==> config.mk <==
export PLATFORM = sky130hd
export DESIGN_NAME = spi_frame_loader
export DESIGN_NICKNAME = d
export VERILOG_FILES = /design/src/rtl/spi_frame_loader.sv
export SDC_FILE = /design/constraint.sdc
export NUM_CORES = 1
export LEC_CHECK = 0
export ABC_AREA = 0
export CAP_MARGIN = 20
export CORE_MARGIN = 2
export CORE_UTILIZATION = 30
export CTS_CLUSTER_SIZE = 16
export DETAILED_ROUTE_END_ITERATION = 7
export SYNTH_ARGS = -nofsm -noshare
export SYNTH_HDL_FRONTEND = slang
export SYNTH_SLANG_ARGS = --single-unit
export TNS_END_PERCENT = 10
==> constraint.sdc <==
create_clock -name system_clk -period 2.41 [get_ports system_clk]
set_clock_uncertainty 0.2 [all_clocks]
set_input_delay 0.723 -clock system_clk [delete_from_list [all_inputs] [get_ports system_clk]]
set_output_delay 0.723 -clock system_clk [all_outputs]
set_load 0.01 [all_outputs]
==> src/rtl/spi_frame_loader.sv <==
// SPI-slave pixel feeder for the multi-frame video bank: synchronises the MCU's
// 1-bit-per-pixel stream, strobes pixels with scaled x/y/frame addresses and arbitrates bank write/read mode.
module spi_frame_loader #(
  parameter int unsigned WIDTH      = 640,
  parameter int unsigned HEIGHT     = 480,
  parameter int unsigned X_WIDTH    = WIDTH / 4,
  parameter int unsigned Y_HEIGHT   = HEIGHT / 4,
  parameter int unsigned NUM_FRAMES = 15,
  parameter int unsigned X_ADDRW    = $clog2(X_WIDTH),
  parameter int unsigned Y_ADDRW    = $clog2(Y_HEIGHT),
  parameter int unsigned F_W        = $clog2(NUM_FRAMES)
) (
  input  logic               system_clk,
  input  logic               reset,
  input  logic               load_start,
  input  logic               bank_read_done,
  input  logic               spi_sclk,
  input  logic               spi_mosi,
  input  logic               spi_cs_n,
  output logic               load_req,
  output logic               write_mode,
  output logic               pixel_valid,
  output logic               pixel_data,
  output logic [X_ADDRW-1:0] mem_x_pos,
  output logic [Y_ADDRW-1:0] mem_y_pos,
  output logic [F_W-1:0]     frame_idx,
  output logic               overrun
);

  localparam logic [X_ADDRW-1:0] X_LAST = X_ADDRW'(X_WIDTH - 1);
  localparam logic [Y_ADDRW-1:0] Y_LAST = Y_ADDRW'(Y_HEIGHT - 1);
  localparam logic [F_W-1:0]     F_LAST = F_W'(NUM_FRAMES - 1);

  typedef enum logic [1:0] {IDLE, LOAD, HOLD} state_t;

  state_t     state;
  logic [2:0] sclk_sr;
  logic [2:0] mosi_sr;
  logic [2:0] cs_sr;
  logic       edge_q;
  logic       sclk_rise;
  logic       last_pixel;

  // [0],[1] form the synchroniser, [2] is the history flop; all three lanes share depth
  always_ff @(posedge system_clk) begin
    if (reset) begin
      sclk_sr <= '0;
      mosi_sr <= '0;
      cs_sr   <= '0;
      edge_q  <= 1'b0;
    end else begin
      sclk_sr <= {sclk_sr[1:0], spi_sclk};
      mosi_sr <= {mosi_sr[1:0], spi_mosi};
      cs_sr   <= {cs_sr[1:0], spi_cs_n};
      edge_q  <= sclk_rise;
    end
  end

  // mosi_sr[2] holds the data sampled with the sclk edge that edge_q reports
  always_comb begin
    sclk_rise  = sclk_sr[1] & ~sclk_sr[2] & ~cs_sr[1] & ~cs_sr[2];
    last_pixel = (mem_x_pos == X_LAST) && (mem_y_pos == Y_LAST) && (frame_idx == F_LAST);
  end

  always_ff @(posedge system_clk) begin
    if (reset) begin
      state       <= IDLE;
      load_req    <= 1'b0;
      write_mode  <= 1'b0;
      pixel_valid <= 1'b0;
      pixel_data  <= 1'b0;
      mem_x_pos   <= '0;
      mem_y_pos   <= '0;
      frame_idx   <= '0;
      overrun     <= 1'b0;
    end else begin
      pixel_valid <= 1'b0;

      // addresses stay put during the strobe and advance on the following cycle
      if (pixel_valid) begin
        if (mem_x_pos == X_LAST) begin
          mem_x_pos <= '0;
          if (mem_y_pos == Y_LAST) begin
            mem_y_pos <= '0;
            frame_idx <= (frame_idx == F_LAST) ? '0 : frame_idx + 1'b1;
          end else begin
            mem_y_pos <= mem_y_pos + 1'b1;
          end
        end else begin
          mem_x_pos <= mem_x_pos + 1'b1;
        end
      end

      case (state)
        IDLE: begin
          if (edge_q) overrun <= 1'b1;
          if (load_start) begin
            state      <= LOAD;
            load_req   <= 1'b1;
            write_mode <= 1'b1;
          end
        end
        LOAD: begin
          if (edge_q) begin
            pixel_valid <= 1'b1;
            pixel_data  <= mosi_sr[2];
          end
          if (pixel_valid && last_pixel) begin
            state      <= HOLD;
            load_req   <= 1'b0;
            write_mode <= 1'b0;
          end
        end
        HOLD: begin
          if (edge_q) overrun <= 1'b1;
          if (bank_read_done) begin
            state      <= LOAD;
            load_req   <= 1'b1;
            write_mode <= 1'b1;
          end
        end
        default: state <= IDLE;
      endcase
    end
  end

endmodule

==> results of run 1 <==
## registers in the layout, summed over array words and instances (netlist names)
register / count
cs_sr: 3
edge_q: 1
frame_idx: 4
mem_x_pos: 8
mem_y_pos: 7
mosi_sr: 3
overrun: 1
pixel_data: 1
pixel_valid: 1
sclk_sr: 3
state: 2
write_mode: 1
## report_power, final
group / total, µW / internal (µW) / leakage [µW] / switching (µW)
sequential: 594 / 589 / 0.000284 / 4.92
clock: 412 / 224 / 0.0000470 / 189
combinational: 49.0 / 27.3 / 0.000287 / 21.7
## cells in the final DEF, fill, tap and decap left out, drive strengths merged, types with 2 or more instances in the layout
| master | count |
|---|---|
| nand2 | 10 |
| a21oi | 5 |
| o21ai | 4 |
| xor2 | 3 |
| nor2b | 10 |
| nor4b | 2 |
| or3 | 5 |
| clkdlybuf4s50 | 30 |
| nand4 | 2 |
| inv | 5 |
| nor4 | 4 |
| xnor2 | 7 |
| nor2 | 11 |
| ha | 2 |
| buf | 8 |
| a211oi | 3 |
| mux2i | 3 |
| dfxtp | 35 |
| o311ai | 2 |
| o41ai | 2 |
| clkbuf | 6 |
| nand3 | 8 |
| nor3 | 11 |
## worst paths after layout
| path | end | slack, ns | cells past startpoint |
|---|---|---|---|
| max | mem_y_pos[5] | 0.16 | 5 |
| min | edge_q | 0.19 | 1 |
| max reg2reg | mem_y_pos[5] | 0.16 | 5 |
| min reg2reg | edge_q | 0.19 | 1 |
## worst reg2reg max path, stage by stage, from the launching register on
cell	delay [ns]
dfxtp_1	0.40
ha_1	0.23
nand3_1	0.11
or3_1	0.49
or4_4	0.55
a211oi_2	0.21
## metrics by stage
stage	setup WS [ns]	hold slack (ns)	instances	util, %
after CTS	0.148	0.202	239	42.6
after floorplan	0.118	0.173	150	-
final	0.155	0.194	239	42.6
after detailed placement	0.169	0.192	232	40.6
after global routing	0.0418	0.209	239	42.6
after global placement	0.233	0.181	232	40.6
## cell families (layout without fill, tap and decap cells)
family / count (synthesis) / count (layout) / synth area share (%)
xor gates and xnor gates: 10 / 10 / 6.21
buffers and inverters: 13 / 50 / 4.43
and+or+nand+nor: 67 / 67 / 25.8
muxes: 3 / 3 / 2.13
AOI/OAI and AO/OA: 20 / 20 / 10.0
DFF: 35 / 35 / 49.6
adders and majority gates: 2 / 2 / 1.77
## layer usage
layer	vias to the layer above	global-route usage, %	part of all wire (%)	routed length (µm)
li1	599	-	-	-
met1	545	14.0	46	1300
met2	29	17.6	46	1320
met3	7	4.42	5.9	167
met4	0	4.73	1.9	55
met5	-	0	0	0
## final cells by class
class	count	area (µm²)
Clock buffer	6	82.6
Timing Repair Buffer	38	373
Fill cell	448	2550
Clock inverter	1	5.00
Tap cell	52	65.1
Inverter	5	18.8
Multi-Input combinational cell	102	648
Sequential cell	35	701
==> results.txt, run 1 <==
status - finished, final reports clean
Max Fclk - 443 MHz
synth cell count leaders - dfxtp_1, nor2_1, nand2_1, nor2b_1, nor3_1
Max FO, Critical Path - 9
critical path cell sequence - ha_1, nand3_1, or3_1, or4_4, a211oi_2
Worst-Skew Late Latency - 0.28 ns
CTS tree - done
CP startpoint kind - register
Ant. Diodes - 0
Ys Warns - 0
slew of the pin with the lowest slew margin - 0.490 ns
FFs w/ async S/R, synth - 0%
Post-DRT Antenna Nets - 0
Row Count - 24
Die H - 72.6 µm
Yosys cell types - 35
Hold Fails Final Rpt - 0
post-synthesis sequential area ratio - 49.6%
clock sinks - 35
CTS root buf - clkbuf_8
largest net degree at the start of global routing - 19
final setup TNS - 0 ns
Worst-path clk slew - 0.06 ns
minimum clock period - 2.25 ns
Post-CTS Setup Inserts - 0
CP max-delay cell - or4_4
Crit. Startpoint - mem_x_pos[0]
GR Overflow Total - 0
die area - 5270 µm²
Hold-fix buffers, CTS - 0
routed wire length - 2840 µm
nets - 196
die width - 72.6 µm
post-synthesis net count - 159
WP data arrival - 2.26 ns
Slew HR - 67.0%
initial antenna violation count - 0
number of global-route vias before repair - 1076
drt wl/cell - 11.9 µm
first-pass GRT wire length - 4690 µm
min-delay src - cs_sr[2]
area post-placement - 1810 µm²
FF+latch count, synth - 35
worst path buffer plus inverter count - 0
Design Area, Final - 1890 µm²
fin crit share - 93.6%
Main synth FF type - dfxtp_1
Leak - 0.000619 µW
Mapped Avg Cell Area - 9.41 µm²
gr usage total - 11.3%
overall power - 1060 µW
Synth area leader - dfxtp_1
share of cells above drive strength 1 - 10.7%
worst setup path category - reg2reg
required time worst endpoint - 2.41 ns
Post-synth EDFFs - 0
TritonRoute pass-1 iters - 4
Initial Util - 31.8%
CP Capture Type - register
CP delay by family, top - simple AND/OR/NAND/NOR gates
P&R area growth vs syn - 34.1%
port buffer count - 30
DR vias/cell - 4.94
core area - 4440 µm²
PD cells - 558 nW/µm²
clk buf depth - 2
max-slew violations - 0
synthesized area - 1410 µm²
Post-route DRC - 0
Max-Cap Viols - 0
drt initial violations - 52
origin of the critical flop-to-flop path - mem_x_pos[0]
Final setup viols - 0
Ports - 31
Worst path max stage delay - 0.55 ns
worst vdd ir - 0.248 mV
H-tree levels - 2
Syn Inst Count - 150
dominant cells by area after synthesis - dfxtp_1, nor2b_1, xnor2_1
DP HPWL - 2100 µm
Num CTS Buffers - 5
cts repair resizes - 0
top-count cell post-synth - dfxtp_1
RePlAce Congestion - 0.860
routed vias - 1180
RSZ-0062 raised after global routing - false
HP Class - reg2reg
Synth top area share - 49.6%
No activity file was read; power rests on OpenSTA's default activity.
==> run 2, diff against run 1 <==
--- a/config.mk
+++ b/config.mk
@@ -11,6 +11,7 @@
 export CORE_UTILIZATION = 30
 export CTS_CLUSTER_SIZE = 16
 export DETAILED_ROUTE_END_ITERATION = 7
+export REMOVE_ABC_BUFFERS = 1
 export SYNTH_ARGS = -nofsm -noshare
 export SYNTH_HDL_FRONTEND = slang
 export SYNTH_SLANG_ARGS = --single-unit
==> results.txt, run 2 (same netlist as run 1, synthesis figures left out) <==
status - finished, final reports clean
Hold Fails Final Rpt - 0 (unchanged)
origin of the critical flop-to-flop path - mem_x_pos[0]
die width - 72.6 µm (unchanged)
final setup TNS - 0 ns (unchanged)
Leak - 0.000625 µW (+1.0%)
R2R Setup Slk - 0.12 ns (-0.03 ns)
DP HPWL - 2200 µm (+5.1%)
Max Fclk - 437 MHz (-1.4%)
worst vdd ir - 0.456 mV (+84%)
Max FO, Critical Path - 9 (unchanged)
hold path cells - 1 (unchanged)
routed wire length - 3000 µm (+5.9%)
Initial Util - 31.8% (unchanged)
WP data arrival - 2.32 ns (+0.06 ns)
HP Class - reg2reg
CTS root buf - clkbuf_8
worst setup path category - reg2reg
DR vias/cell - 5.03 (+1.8%)
Post-CTS Setup Inserts - 0 (unchanged)
TritonRoute pass-1 iters - 4 (unchanged)
Worst path max stage delay - 0.57 ns (+0.02 ns)
fin crit share - 94.9% (+1.3 points)
Ant. Diodes - 0 (unchanged)
P&R area growth vs syn - 35.0%
Post-route DRC - 0 (unchanged)
gr usage total - 12.7% (+1.4 points)
Num CTS Buffers - 5 (unchanged)
CP startpoint kind - register
R2R Path End - state[1]
initial antenna violation count - 0 (unchanged)
commonest non-fill, non-tap cell in the layout - dfxtp_1
share of cells above drive strength 1 - 11.2% (+0.48 points)
number of global-route vias before repair - 1212 (+13%)
drt wl/cell - 12.5 µm (+5.4%)
slew of the pin with the lowest slew margin - 0.568 ns (+0.0779 ns)
Die H - 72.6 µm (unchanged)
CP Capture Type - register
GR Overflow Total - 0 (unchanged)
most frequent cells in the layout - dfxtp_1, clkdlybuf4s50_1, nor2_1
clock sinks - 35 (unchanged)
Hold-fix buffers, CTS - 0 (unchanged)
largest net degree at the start of global routing - 21 (+2)
max reg flops - 8 (unchanged)
Ports - 31 (unchanged)
Top reg by flops - mem_x_pos
Post-DRT Antenna Nets - 0 (unchanged)
max-slew violations - 0 (unchanged)
Worst-path clk slew - 0.07 ns (about the same)
H-tree levels - 2 (unchanged)
final core occ - 42.9% (+0.28 points)
drt initial violations - 51 (-1.9%)
core area - 4440 µm² (unchanged)
routed vias - 1206 (+2.2%)
first-pass GRT wire length - 5340 µm (+14%)
PD cells - 611 nW/µm² (+9.6%)
RePlAce Congestion - 0.852 (-0.88%)
worst path buffer plus inverter count - 0 (unchanged)
required time worst endpoint - 2.44 ns (+0.03 ns)
port buffer count - 30 (unchanged)
Top Registers - mem_x_pos x8, mem_y_pos x7, frame_idx x4
Worst Hold End - edge_q
clk buf depth - 2 (unchanged)
critical path cell sequence - ha_1, nand3_1, or3_1, nor4_1, a31o_2
minimum clock period - 2.29 ns (+0.0323 ns)
nets - 196 (unchanged)
Worst-Skew Late Latency - 0.28 ns (about the same)
min-delay src - cs_sr[2]
Register-to-Register Path Depth - 5 (unchanged)
die area - 5270 µm² (unchanged)
Final setup viols - 0 (unchanged)
Row Count - 24 (unchanged)
cts repair resizes - 0 (unchanged)
Slew HR - 61.8% (-5.2 points)
CP max-delay cell - nor4_1
Max-Cap Viols - 0 (unchanged)
CP delay by family, top - simple AND/OR/NAND/NOR gates
CTS tree - done
RSZ-0062 raised after global routing - false
==> run 2: worst max-delay path by stage <==
stage / from / to / slack (ns) / cells past startpoint
after global routing: mem_x_pos[0] / mem_y_pos[5] / 0.04 / 5
after floorplan: mem_x_pos[0] / mem_y_pos[5] / 0.13 / 5
final: mem_x_pos[0] / state[1] / 0.12 / 5
after CTS: mem_x_pos[0] / mem_y_pos[5] / 0.13 / 5
after global placement: mem_x_pos[0] / mem_y_pos[5] / 0.23 / 5
after detailed placement: mem_x_pos[0] / mem_y_pos[5] / 0.15 / 5
==> run 2: layout make-up <==
class | count | area, µm²
clock buffers | 5 | 68.8
clock inverters | 3 | 43.8
fillers | 430 | 2540
inverters | 5 | 18.8
multi-input cells | 102 | 648
flip-flops and latches | 35 | 701
well taps | 52 | 65.1
repair buffers | 38 | 360
==> run 2: power breakdown <==
part / internal, µW / leakage [µW] / switching, µW / total (µW)
Combinational: 25.2 / 0.000283 / 22.4 / 47.6
Sequential: 589 / 0.000284 / 4.97 / 594
Clock: 308 / 0.0000581 / 216 / 524
Total: 922 / 0.000625 / 243 / 1170
==> run 2: metrics by stage <==
stage               power [µW]  cell area (µm²)  hold WS [ns]  std cells  setup slack (ns)
global route              1210             1910         0.224        240            0.0362
floorplan                  623             1370         0.173        142             0.134
global placement           654             1790         0.181        232             0.229
detailed placement         655             1790         0.181        232             0.152
finish                    1170             1910         0.195        240             0.123
CTS                       1180             1910         0.194        240             0.131
==> run 2: per-layer routing <==
metal  routed length, µm  global-route usage, %
met3                 163                   4.01
met1                1360                   15.8
met5                   0                      0
met2                1420                   19.9
met4                  63                   6.17
==> run 3, diff against run 2 <==
--- a/config.mk
+++ b/config.mk
@@ -11,6 +11,7 @@
 export CORE_UTILIZATION = 30
 export CTS_CLUSTER_SIZE = 16
 export DETAILED_ROUTE_END_ITERATION = 7
+export GPL_TIMING_DRIVEN = 0
 export REMOVE_ABC_BUFFERS = 1
 export SYNTH_ARGS = -nofsm -noshare
 export SYNTH_HDL_FRONTEND = slang
==> results.txt, run 3 (same netlist as run 1, synthesis figures left out) <==
TritonRoute pass-1 iters - 4 (unchanged)
CTS root buf - clkbuf_8
GR Overflow Total - 0 (unchanged)
port buffer count - 30 (unchanged)
Row Count - 24 (unchanged)
Crit. Startpoint - pixel_valid
Register-to-Register Path Depth - 4 (-1)
Ant. Diodes - 0 (unchanged)
Top Registers - mem_x_pos x8, mem_y_pos x7, frame_idx x4
die width - 72.6 µm (unchanged)
worst vdd ir - 0.332 mV (-27%)
drt wl/cell - 12.3 µm (-1.9%)
max-slew violations - 0 (unchanged)
initial antenna violation count - 0 (unchanged)
worst setup path category - reg2out
Final setup viols - 0 (unchanged)
Initial Util - 31.8% (unchanged)
routed vias - 1153 (-4.4%)
PD cells - 574 nW/µm² (-6.1%)
Max-Cap Viols - 0 (unchanged)
P&R area growth vs syn - 32.7%
RePlAce Congestion - 0.765 (-10%)
first-pass GRT wire length - 4840 µm (-9.3%)
largest net degree at the start of global routing - 21 (unchanged)
commonest non-fill, non-tap cell in the layout - dfxtp_1
share of cells above drive strength 1 - 9.94% (-1.2 points)
CTS tree - done
Max FO, Critical Path - 7 (-2)
crit path to - pixel_valid
HP Class - reg2reg
clock sinks - 35 (unchanged)
CP Capture Type - output port
Post-DRT Antenna Nets - 0 (unchanged)
Top reg by flops - mem_x_pos
nets - 189 (-3.6%)
routed wire length - 2860 µm (-4.8%)
H-tree levels - 2 (unchanged)
Die H - 72.6 µm (unchanged)
non-filler cells, final - 233 (-2.9%)
Slew HR - 59.0% (-2.8 points)
final hold slack - 0.199 ns (+0.00395 ns)
R2R Path End - mem_y_pos[5]
status - finished, final reports clean
R2R Setup Slk - 0.12 ns (about the same)
Worst path max stage delay - 0.60 ns (+0.03 ns)
clk buf depth - 2 (unchanged)
max reg flops - 8 (unchanged)
number of global-route vias before repair - 1091 (-10%)
CP startpoint kind - register
CP delay by family, top - buffers and inverters
final worst slack - 0.0697 ns (-0.0531 ns)
Post-Place Cells - 225 (-3.0%)
Post-route DRC - 0 (unchanged)
DP HPWL - 2050 µm (-6.7%)
Fill cells - 438 (+1.9%)
stages on the worst setup path - 1 (-4)
Max Fclk - 427 MHz (-2.3%)
Worst-path clk slew - 0.08 ns (about the same)
final setup TNS - 0 ns (unchanged)
die area - 5270 µm² (unchanged)
Hold Fails Final Rpt - 0 (unchanged)
worst path buffer plus inverter count - 1 (+1)
Num CTS Buffers - 5 (unchanged)
multi-input logic area - 678 µm² (+4.6%)
required time worst endpoint - 1.49 ns (-0.95 ns)
critical path cell sequence - clkdlybuf4s50_1
Leak - 0.000599 µW (-4.1%)
core area - 4440 µm² (unchanged)
RSZ-0062 raised after global routing - false
DR vias/cell - 4.95 (-1.5%)
Worst-Skew Late Latency - 0.29 ns (about the same)
gr usage total - 11.8% (-0.96 points)
WP data arrival - 1.42 ns (-0.90 ns)
fin crit share - 97.1% (+2.2 points)
slew of the pin with the lowest slew margin - 0.613 ns (+0.0447 ns)
origin of the critical flop-to-flop path - mem_x_pos[6]
FF/Latch Area - 702 µm² (+0.18%)
most frequent cells in the layout - dfxtp_1, clkdlybuf4s50_1, nor2_1
pre-CTS setup slack - -0.163 ns (-0.316 ns)
drt initial violations - 26 (-49%)
CP max-delay cell - clkdlybuf4s50_1
minimum clock period - 2.34 ns (+0.0531 ns)
Ports - 31 (unchanged)
final core occ - 42.1% (-0.73 points)
-- run 3: changes by cell type in the layout (fill, tap and decap cells not counted), sizes merged --
| cell | previous run | this run |
|---|---|---|
| buf | 8 | 1 |
| bufinv | 1 | 0 |
| clkinvlp | 0 | 1 |
-- run 3: layout make-up --
class                      instances  share of cell area, %
clock buffer                       5                   3.67
tap                               52                   3.47
timing repair buffer              31                   16.8
clock inverter                     3                   1.34
inverter                           5                   1.00
multi-input combinational        102                   36.2
sequential                        35                   37.5
-- run 3: how the worst min path moves through the flow --
stage | startpoint | endpoint | cells after the start
2_1_floorplan | sclk_sr[2] | edge_q | 1
3_3_place_gp | cs_sr[2] | edge_q | 1
3_5_place_dp | cs_sr[2] | edge_q | 1
4_1_cts | cs_sr[2] | edge_q | 1
5_1_grt | cs_sr[2] | edge_q | 1
6_report | sclk_sr[2] | edge_q | 1
-- run 3: layer usage --
layer	routed length (µm)	GRT usage, %	part of all wire, %	up-vias
met4	21	5.14	0.73	0
met3	156	4.42	5.5	5
met1	1310	14.8	46	530
met5	0	0	0	-
li1	-	-	-	588
met2	1380	17.9	48	30
-- run 3: worst reg2reg max path: cells and delay by family, from the launching register on --
family          cells  cell delay [ns]
flops               1             0.34
compound gates      1             0.22
simple gates        3             1.44
-- run 3: repair_timing --
action                     in CTS  in global routing
hold buffers                    0                  0
setup endpoints to repair       1                  7
setup buffers                   0                  0
gates cloned                    0                  0
gates resized for setup         2                  4
-- run 3: stage by stage --
step | power, µW | cell area, µm²
finish | 1070 | 1870
global route | 1130 | 1870
detailed placement | 655 | 1750
floorplan | 623 | 1370
global placement | 651 | 1730
CTS | 1090 | 1850
-- run 3: report_power, final --
group          switching (µW)  internal (µW)
registers                5.13            589
logic                    22.0           25.1
clock network             228            206
==> patch 1 (config.mk and constraints of run 3) <==
Re-encode `state_t` (3 states) as one-hot, 3 bits wide.
--- a/src/rtl/spi_frame_loader.sv
+++ b/src/rtl/spi_frame_loader.sv
@@ -33,3 +33,3 @@
 
-  typedef enum logic [1:0] {IDLE, LOAD, HOLD} state_t;
+  typedef enum logic [2:0] {IDLE = 3'b001, LOAD = 3'b010, HOLD = 3'b100} state_t;
 
Behaviour: same outputs for any inputs over 10 cycles, from zero or initial values and one cycle with reset high; not proved beyond that.
==> patch 1 against run 3 <==
  * Non-clock buffer count is the same
  * Area after synthesis grew 7.4%
  * Sequential power grew 3%
  * Cell area grew 5.1%
  * Total power grew 10%
  * Wire length grew 1.3%
  * Sequential share of layout area shrank 0.82 points
  * Sequential cell count grew 1
  * Worst setup slack lost 0.0022 ns
  * Largest power group unchanged
==> patch 1: results (changes against run 3) <==
Outcome
  – Status: completed

GRT
  – Number of global-route vias before repair: 1103 (+1.1%)
  – Gr usage total: 11.9% (+0.17 points)
  – First-pass GRT wire length: 5.04 mm (+4.0%)

STA
  – Hold Fails Final Rpt: 0 (unchanged)
  – Slew @ Worst Pin: 0.599 ns (-0.0137 ns)

Route
  – Final wirelength: 2.90 mm (+1.3%)
  – Drt drc: 0 (unchanged)
  – Drt pass-1 iters: 4 (unchanged)
  – Iter 0 DRT Violations: 41 (+58%)
  – DR vias: 1212 (+5.1%)

Clock network
  – Clk buf depth: 2 (unchanged)

Placement
  – Pre-CTS setup slack: -0.0714 ns (+0.0919 ns)
  – GP Congestion: 0.755 (-1.2%)
  – Cell Area, Placed: 1850 µm² (+5.7%)
  – Detailed placement HPWL: 1.95 mm (-5.0%)

Synth
  – Synth top area cells: dfxtp_1 (48%), xnor2_1 (4.0%), nor3_1 (4.0%)
  – Adder-Cell Fraction of Synth Area: 1.65% (-0.12 points)
  – Seq/Total Area, Yosys: 47.5% (-2.1 points)
  – Top post-synthesis cells by count: dfxtp_1 (36), nand2_1 (12), nor3_1 (12)
  – Post-synthesis compound-gate area fraction: 7.92% (-2.1 points)
  – Xor/xnor share of the synthesized area: 7.51% (+1.3 points)
  – Yosys warns: 0 (unchanged)
  – Mux share of post-synthesis cell area: 0.660% (-1.5 points)
  – Yosys cell types: 39 (+11%)

Power and ir drop
  – VDD IR max: 0.000338 V (+1.7%)
  – Internal power: 0.000938 W (+14%)
  – Leakage: 0.680 nW (+13%)

Layout
  – Final-stage net count: 195 (+3.2%)
  – Fraction of layout cells with a size suffix above 1: 9.09% (-0.85 points)

Worst setup path
  – Worst-path fanout max: 8 (+1)
patch 1: changes by cell type in the layout (fill, tap and decap cells not counted), moves of 3 or more:
cell and change:
a21oi_1 +3, nand3_1 -3, nand3b_1 +3, nand4_1 +3, nor3b_1 +3, or3_1 -3, xor2_1 +3
patch 1: logic make-up (layout without fill, tap and decap cells):
family          Yosys count  in the layout
simple gates             74             74
buf+inv                  11             42
xor+xnor                 13             13
mux                       1              1
flops                    36             36
compound gates           19             19
fa+ha+maj                 2              2
patch 1: layout make-up:
| cell class | count | area, µm² |
|---|---|---|
| Fill cell | 484 | 2820 |
| Multi-Input combinational cell | 109 | 726 |
| Sequential cell | 36 | 722 |
| Timing Repair Buffer | 31 | 315 |
| Tap cell | 67 | 83.8 |
| Clock buffer | 5 | 68.8 |
| Clock inverter | 3 | 42.5 |
| Inverter | 3 | 11.3 |
patch 1: path summary, 6_finish.rpt:
path,from,endpoint,slack (ns),cells after the start
worst max-delay path,mem_x_pos[3]$_SDFFE_PP0P_,mem_x_pos[3],0.07,1
worst min-delay path,sclk_sr[2]$_SDFF_PP0_,edge_q$_SDFF_PP0_,0.19,1
worst max register to register,mem_x_pos[5]$_SDFFE_PP0P_,frame_idx[3]$_SDFFE_PP0P_,0.20,4
worst min register to register,sclk_sr[2]$_SDFF_PP0_,edge_q$_SDFF_PP0_,0.19,1
patch 1: power groups by stage:
| stage | logic [W] | registers [W] | clock network (W) |
|---|---|---|---|
| after floorplan | 0.0000156 | 0.000627 | 0 |
| after global placement | 0.0000450 | 0.000626 | 0 |
| after detailed placement | 0.0000478 | 0.000626 | 0 |
| after CTS | 0.0000482 | 0.000612 | 0.000544 |
| after global routing | 0.0000524 | 0.000614 | 0.000564 |
| final | 0.0000472 | 0.000612 | 0.000528 |
patch 1: per-stage QoR:
stage | cells | power [W] | TNS [ns]
CTS | 254 | 0.00120 | 0
finish | 254 | 0.00119 | 0
global route | 254 | 0.00123 | 0
floorplan | 148 | 0.000642 | 0
global placement | 245 | 0.000671 | -7.07
detailed placement | 246 | 0.000674 | -0.194
patch 1: repair_timing:
item	4_1_cts	5_1_grt
hold buffers	0	0
gates resized for setup	1	1
endpoints found under the setup margin	1	1
patch 1: per-layer routing:
layer / wire length (µm) / vias to the layer above / track usage (%)
li1: - / 614 / -
met1: 1400 / 563 / 14.8
met2: 1240 / 30 / 17.8
met3: 202 / 5 / 5.22
met4: 57 / 0 / 5.36
met5: 0 / - / 0
==> patch 2 (config.mk and constraints of run 3) <==
Made on the original files. Set the parameter `NUM_FRAMES` to 30 (it was 15).
--- a/src/rtl/spi_frame_loader.sv
+++ b/src/rtl/spi_frame_loader.sv
@@ -7,3 +7,3 @@
   parameter int unsigned Y_HEIGHT   = HEIGHT / 4,
-  parameter int unsigned NUM_FRAMES = 15,
+  parameter int unsigned NUM_FRAMES = 30,
   parameter int unsigned X_ADDRW    = $clog2(X_WIDTH),
Ports: changed (resized frame_idx); port bits go from 31 to 32. The function was not compared with the original's and may differ.
==> patch 2 against run 3 <==
  * Total power is 8.9% higher
  * Combinational power hardly changed
  * Count of clock-buffer cells in the layout is 1 higher
  * Area after synthesis is 5.3% higher
  * Cell area is 7.5% higher
  * Worst setup slack worse by 0.00060 ns
  * Sequential cell count is 1 higher
  * Sequential power is 3% higher
  * Wire length is 2.9% lower
==> patch 2: results (changes against run 3) <==
Outcome
  – Status: completed

Worst setup path
  – Worst-path fanout max: 8 (+1)
  – Worst r2r src: mem_x_pos[0]$_SDFFE_PP0P_
  – Worst EP arrival: 1.42 ns (about the same)
  – Family with the most delay on the worst path: buffers and inverters
  – Worst setup path end: pixel_valid
  – Setup crit start: pixel_valid$_SDFF_PP0_
  – Reg2Reg Depth: 7 (+3)
  – Worst path slowest cell: clkdlybuf4s50_1
  – Reg2Reg Setup Slack: 0.31 ns (+0.19 ns)
  – Reg-to-Reg End: frame_idx[0]$_SDFFE_PP0P_

GRT
  – Pin count of the biggest net entering global routing: 26 (+24%)
  – Met3 Use GR: 4.47% (+0.052 points)
  – Gr usage total: 10.8% (-0.94 points)
  – Number of global-route vias before repair: 955 (-12%)
  – GR Util met1: 14.7% (-0.13 points)
  – First-pass GRT wire length: 4.54 mm (-6.3%)
  – GR Util met2: 15.2% (-2.6 points)

Clock network
  – Clock transition at path regs: 0.07 ns
  – Clk_lat worst skew: 0.28 ns
  – Root buffer cell: clkbuf_8
  – Post-CTS resize count: 0 (-2)
  – Clk buf depth: 2 (unchanged)
  – Setup bufs post-CTS: 6 (+6)

Layout
  – Fraction of layout cells with a size suffix above 1: 10.1% (+0.16 points)
  – Number of diodes: 0 (unchanged)
  – Final-layout fill cell count: 490 (+12%)
  – Biggest regs: mem_x_pos x8, mem_y_pos x7, frame_idx x5
  – Finished Layout Cells: 255 (+9.4%)
  – Final-stage net count: 198 (+4.8%)

Route
  – Via/cell ratio: 4.53 (-8.5%)
  – Iter 0 DRT Violations: 40 (+54%)
  – Final wirelength: 2.78 mm (-2.9%)
  – Wl on met1: 1.32 mm (+1.2%)
  – Routed wl met3: 139 µm (-11%)
  – Met2 Wirelength: 1.29 mm (-5.9%)

Power and ir drop
  – Leakage: 0.731 nW (+22%)
  – VDD IR max: 0.000234 V (-29%)

Synth
  – Mux share of post-synthesis cell area: 4.04% (+1.9 points)
  – Seq/Total Area, Yosys: 48.5% (-1.2 points)
  – Top post-synthesis cells by count: dfxtp_1 (36), nor2_1 (19), nor3_1 (14)
  – Xor/xnor share of the synthesized area: 7.07% (+0.87 points)
  – Adder-Cell Fraction of Synth Area: 3.37% (+1.6 points)
  – Syn Inst Count: 151 (+0.67%)
  – Yosys cell types: 35 (unchanged)
  – Post-synthesis compound-gate area fraction: 7.91% (-2.1 points)
  – Synth top area cells: dfxtp_1 (48%), xnor2_1 (5.3%), nor2_1 (4.8%)

Hold path
  – Hold/Removal Path Class: flip-flop to flip-flop
  – Endpoint, Worst Hold: edge_q$_SDFF_PP0_
  – HP Start: cs_sr[2]$_SDFF_PP0_

Placement
  – Pre-CTS setup slack: -0.244 ns (-0.0807 ns)
  – GP Congestion: 0.791 (+3.5%)
  – I/O Buffers: 31 (+3.3%)
  – Placed cell count: 241 (+7.1%)
  – Detailed placement HPWL: 1.83 mm (-11%)

STA
  – Setup ws final: 0.0691 ns (-0.000604 ns)
  – Slew @ Worst Pin: 0.505 ns (-0.108 ns)
## patch 2: metrics by stage
| step | hold WS [ns] | total power, W | area (µm²) |
|---|---|---|---|
| 4_1_cts | 0.200 | 0.00119 | 2010 |
| 6_report | 0.194 | 0.00117 | 2010 |
| 2_1_floorplan | 0.173 | 0.000637 | 1440 |
| 5_1_grt | 0.210 | 0.00122 | 2010 |
| 3_5_place_dp | 0.192 | 0.000670 | 1860 |
| 3_3_place_gp | 0.182 | 0.000665 | 1830 |
## patch 2: layout make-up
cell class / instances / area, µm² / area share, %
Multi-Input combinational cell: 101 / 699 / 34.7
Clock buffer: 6 / 72.6 / 3.60
Sequential cell: 36 / 721 / 35.8
Tap cell: 67 / 83.8 / 4.16
Inverter: 5 / 18.8 / 0.932
Clock inverter: 2 / 35.0 / 1.74
Timing Repair Buffer: 38 / 383 / 19.0
## patch 2: where the power goes
group	switching [W]	internal, W	leakage (nW)
registers	0.00000427	0.000605	0.292
clock network	0.000208	0.000307	0.0552
logic	0.0000198	0.0000272	0.384
